<file path="src/rtl/hazard_pkg.sv">
// Shared types and default constants for the pipeline hazard sequencer.
package hazard_pkg;

    typedef enum logic {
        RUN      = 1'b0,
        MDU_WAIT = 1'b1
    } state_t;

    localparam logic [4:0] REG_ZERO        = 5'd0;
    localparam int         DEF_MDU_TIMEOUT = 64;
    localparam int         DEF_CNT_W       = 32;

endpackage

</file>
<file path="src/rtl/hazard_perf_cnt.sv">
// Saturating up-counter with enable; holds at all-ones instead of wrapping.
module hazard_perf_cnt #(
    parameter int CNT_W = hazard_pkg::DEF_CNT_W
) (
    input  logic             clk,
    input  logic             rst,
    input  logic             en,
    output logic [CNT_W-1:0] count
);

    always_ff @(posedge clk) begin
        if (rst) begin
            count <= '0;
        end else if (en && (count != '1)) begin
            count <= count + 1'b1;
        end
    end

endmodule

</file>
<file path="src/rtl/hazard_ctrl.sv">
// Stall/flush sequencer for load-use hazards, taken branches and multi-cycle MDU ops.
// Define HAZARD_PERF_CNT_EN to implement the stall_cnt performance counter.
module hazard_ctrl
    import hazard_pkg::*;
#(
    parameter int MDU_TIMEOUT = DEF_MDU_TIMEOUT,
    parameter int CNT_W       = DEF_CNT_W
) (
    input  logic             clk,
    input  logic             rst,
    input  logic [4:0]       rs1_d,
    input  logic [4:0]       rs2_d,
    input  logic [4:0]       rd_e,
    input  logic             load_e,
    input  logic             pc_src_e,
    input  logic             mdu_start_e,
    input  logic             mdu_done,
    output logic             stall_f,
    output logic             stall_d,
    output logic             stall_e,
    output logic             flush_d,
    output logic             flush_e,
    output logic             flush_m,
    output logic             mdu_err,
    output logic [CNT_W-1:0] stall_cnt
);

    localparam int WDT_W = $clog2(MDU_TIMEOUT + 1);

    state_t           state_q;
    state_t           state_nxt;
    logic [WDT_W-1:0] wdt_q;
    logic             err_q;

    logic load_use;
    logic mdu_block;
    logic timeout;

    assign load_use  = load_e && (rd_e != REG_ZERO) &&
                       ((rd_e == rs1_d) || (rd_e == rs2_d));
    assign mdu_block = mdu_start_e && !mdu_done;
    assign timeout   = (state_q == MDU_WAIT) && !mdu_done &&
                       (wdt_q == WDT_W'(MDU_TIMEOUT));

    // NOTE: sequential state uses non-blocking assignments so every register
    // samples pre-edge values regardless of process ordering.
    always_ff @(posedge clk) begin
        if (rst) begin
            state_q <= RUN;
        end else begin
            state_q <= state_nxt;
        end
    end

    // NOTE: every comb output gets a default first so no path infers a latch.
    always_comb begin
        state_nxt = state_q;
        case (state_q)
            RUN: begin
                if (!pc_src_e && mdu_block) begin
                    state_nxt = MDU_WAIT;
                end
            end
            MDU_WAIT: begin
                if (mdu_done || timeout) begin
                    state_nxt = RUN;
                end
            end
            default: state_nxt = RUN;
        endcase
    end

    // Watchdog loads 1 on entry so it equals k in the k-th cycle after the MDU op entered EX.
    always_ff @(posedge clk) begin
        if (rst) begin
            wdt_q <= '0;
        end else if (state_q == RUN) begin
            wdt_q <= (!pc_src_e && mdu_block) ? WDT_W'(1) : '0;
        end else if (!mdu_done && !timeout) begin
            wdt_q <= wdt_q + 1'b1;
        end
    end

    always_ff @(posedge clk) begin
        if (rst) begin
            err_q <= 1'b0;
        end else if (timeout) begin
            err_q <= 1'b1;
        end
    end

    // Outputs are forced low while rst is held so the pipeline sees no stale stall.
    always_comb begin
        stall_f = 1'b0;
        stall_d = 1'b0;
        stall_e = 1'b0;
        flush_d = 1'b0;
        flush_e = 1'b0;
        flush_m = 1'b0;
        mdu_err = 1'b0;
        if (!rst) begin
            mdu_err = err_q || timeout;
            case (state_q)
                RUN: begin
                    if (pc_src_e) begin
                        flush_d = 1'b1;
                        flush_e = 1'b1;
                    end else if (mdu_block) begin
                        stall_f = 1'b1;
                        stall_d = 1'b1;
                        stall_e = 1'b1;
                        flush_m = 1'b1;
                    end else if (load_use) begin
                        stall_f = 1'b1;
                        stall_d = 1'b1;
                        flush_e = 1'b1;
                    end
                end
                MDU_WAIT: begin
                    if (!mdu_done && !timeout) begin
                        stall_f = 1'b1;
                        stall_d = 1'b1;
                        stall_e = 1'b1;
                        flush_m = 1'b1;
                    end
                end
                default: ;
            endcase
        end
    end

`ifdef HAZARD_PERF_CNT_EN
    hazard_perf_cnt #(
        .CNT_W (CNT_W)
    ) u_perf_cnt (
        .clk   (clk),
        .rst   (rst),
        .en    (stall_d),
        .count (stall_cnt)
    );
`else
    assign stall_cnt = '0;
`endif

endmodule

</file>
<file path="config.mk">
export PLATFORM = sky130hd
export DESIGN_NAME = hazard_ctrl
export DESIGN_NICKNAME = d
export VERILOG_FILES = /design/src/rtl/hazard_pkg.sv /design/src/rtl/hazard_perf_cnt.sv /design/src/rtl/hazard_ctrl.sv
export SDC_FILE = /design/constraint.sdc
export NUM_CORES = 1
export LEC_CHECK = 0
export BUFFER_PORTS_ARGS = -buffer_cell sky130_fd_sc_hd__buf_2
export CORE_ASPECT_RATIO = 1.4
export CORE_MARGIN = 8
export CORE_UTILIZATION = 44
export DETAILED_ROUTE_END_ITERATION = 10
export HOLD_SLACK_MARGIN = 0.08
export PLACE_DENSITY = 0.85
export SYNTH_ARGS = -nofsm -noshare
export SYNTH_HDL_FRONTEND = slang
export SYNTH_SLANG_ARGS = --single-unit
</file>
<file path="constraint.sdc">
create_clock -name clk -period 3.1 [get_ports clk]
set_input_delay 0.93 -clock clk [delete_from_list [all_inputs] [get_ports clk]]
set_output_delay 0.93 -clock clk [all_outputs]
set_load 0.05 [all_outputs]
</file>
==> results.cfg <==
[yosys]
ys_seq_area_share_pct = 20.8
synth_commonest_cells = buf_4, nor2_1, xor2_1
synth_cells = 109
yosysMostFrequentCell = buf_4
yosys-top-cells-area = buf_4, dfxtp_1, xor2_1
synth-async-reset-ratio_pct = 0
synth_top_area_share_pct = 29.4
synth-edff-count = 0
syn_area_per_cell_um2 = 7.95
syn-cell-area_um2 = 867
yosysWarnings = 0
synth_flop_cell = dfxtp_1
ys_types = 27
ys_ff_latch = 9
synth_top_cell_by_area = buf_4

[die]
start_util_pct = 45.6
dieArea_um2 = 3670
die_w_um = 53.5
pin_count = 60
row_count = 19
die_y_um = 68.5
core_area_um2 = 1900

[sta]
finalCriticalPeriod_ns = 3.04
period_share_pct = 98.0
clock_skew_ns = 0.00463
finalMaxSlewViolations = 0
fmax_ghz = 0.329
rsz0062_at_grt = yes
hold_violations = 0
setup_viol = 0

[clock_tree]
cts.clk_slew.worst_paths_ns = 0.06
htree_levels = 1
root_buffer = clkbuf_4
cts_buffers = 3
clockBufferDepth = 2
tritoncts = yes
hold_buffers = 0
insertion_delay_ns = 0.26
numClockSinks = 9

[routing]
first_pass_iters = 5
wl_per_cell_um = 12.4
routed_via_density = 4.38
drt_iter0_markers = 8
drt-total-wl_um = 1990
vias = 701
drt.antenna.violating_nets = 0
drc = 0

[hold_path]
hold_path.class = reg -> reg
hold_depth = 2
min_from = err_q
hold_path_end = err_q

[global_route]
grt_pass1_vias = 728
antenna_found_initial = 0
gr-total-overflow = 0
grt_pass1_wl_um = 3060
track_usage_pct = 10.7
grt_max_degree = 8

[power]
leakage_nw = 0.461
power_mw = 0.364
cellPowerDensity_nw_per_um2 = 379
peakVddDrop_mv = 0.255

[worst_setup_path]
cp-end-kind = output pin
crit_chain = buf_2, xor2_1, nor3_1, a22oi_1, o32ai_4, buf_4
reg2reg_to = state_q
max_stage_delay_ns = 0.30
crit_type = in -> out
arrival_ns = 2.11
worst-path-max-fanout = 3
cp_num_buf_inv = 2
r2r_cells = 7
critPathSlowestCell = o32ai_4
critical-path-top-delay-family = compound AO/OA/AOI/OAI gates
r2r_slack_ns = 1.59
crit_required_ns = 2.17
cp-start-kind = input port
reg2reg_from = wdt_q[0]

[layout]
utilization_pct = 50.5
fill_cells = 193
area_delta_synth_final_pct = 10.8
diodes = 0
drive_gt1_share_pct = 27.3
nNetsFinal = 163

[run_status]
run_status = finished clean

[place]
dpl.hpwl_um = 1740
finalWeightedCongestion = 0.845
io_buffers = 27

[run]
maxCapViolCount = 0
-- worst register-to-register path: cells and delay by family (launching register included) --
family                     cells  cell delay (ns)
DFF                            1             0.43
buffers and inverters          2             0.24
adders and majority gates      1             0.20
AOI/OAI and AO/OA              2             0.33
and+or+nand+nor                2             0.26
-- per-layer routing --
layer / vias up / share of wire [%] / track usage (%) / wire length [um]
met5: - / 0 / 0 / 0
met4: 0 / 0 / 3.80 / 0
met3: 0 / 15 / 3.65 / 292
met2: 35 / 53 / 20.9 / 1050
met1: 316 / 32 / 9.83 / 645
li1: 350 / - / - / -
-- metrics by stage --
stage / setup WS, ns / instances / instance area (um2) / hold WS [ns] / setup TNS [ns]
after CTS: -0.0111 / 160 / 956 / 0.475 / -0.0213
after global routing: -0.0109 / 160 / 961 / 0.512 / -0.0200
after floorplan: -0.0693 / 140 / 1010 / 0.424 / -0.187
after detailed placement: -0.00728 / 156 / 930 / 0.458 / -0.0134
final: 0.0610 / 160 / 961 / 0.464 / 0
after global placement: 0.0210 / 156 / 930 / 0.440 / 0
-- logic make-up (layout without fill, tap and decap cells) --
family                     Yosys count  in the layout  share of synthesized area, %
muxes                                1              1                          1.15
AOI/OAI and AO/OA                    8              8                          6.64
DFF                                  9              9                          20.8
adders and majority gates            2              2                          2.89
and+or+nand+nor                     34             34                          20.8
other                                1             32                         0.432
buffers and inverters               38             37                          31.2
xor gates and xnor gates            16             16                          16.2
-- cell usage in the layout, fill, tap and decap left out, drive strengths merged --
| cell type | count |
|---|---|
| nand3 | 3 |
| conb | 32 |
| nor3 | 4 |
| xnor2 | 3 |
| and4b | 2 |
| and2 | 1 |
| xor2 | 13 |
| nor4 | 1 |
| clkbuf | 4 |
| mux2i | 1 |
| a21oi | 3 |
| o32ai | 1 |
| a22oi | 1 |
| ha | 2 |
| nand4b | 1 |
| o21bai | 1 |
| nor2 | 16 |
| nand2b | 2 |
| nor3b | 1 |
| a211oi | 2 |
| buf | 30 |
| dfxtp | 9 |
| nand4 | 1 |
| nand2 | 2 |
| inv | 3 |
-- registers in the layout, indices dropped and copies added, names as in the netlist --
register / cells
err_q: 1
wdt_q: 7
state_q: 1
-- layout make-up --
type | count | area [um2] | area share (%)
Multi-Input combinational cell | 93 | 554 | 57.7
Clock buffer | 4 | 26.3 | 2.73
Timing Repair Buffer | 30 | 163 | 16.9
Tap cell | 21 | 26.3 | 2.73
Inverter | 3 | 11.3 | 1.17
Sequential cell | 9 | 180 | 18.8
-- report_power, final --
part / total (mW) / switching (mW) / internal, mW
combinational: 0.155 / 0.126 / 0.0287
sequential: 0.119 / 0.00188 / 0.117
clock: 0.0909 / 0.0413 / 0.0496
total: 0.364 / 0.169 / 0.195
-- how the worst max path moves through the flow --
stage	start	end	slack (ns)	depth (start not counted)
6_report	rd_e[3]	stall_f	0.06	6
5_1_grt	rd_e[3]	stall_f	-0.01	6
4_1_cts	rd_e[3]	stall_f	-0.01	6
3_5_place_dp	rd_e[3]	stall_f	-0.007	6
3_3_place_gp	rd_e[3]	stall_d	0.02	6
2_1_floorplan	rst	flush_e	-0.07	4
-- timing repair --
action                                  CTS  global route
endpoints found under the setup margin    2             2
buffers inserted                          0             0
resized for setup                         0             4
(Power assumes the default switching activity.)
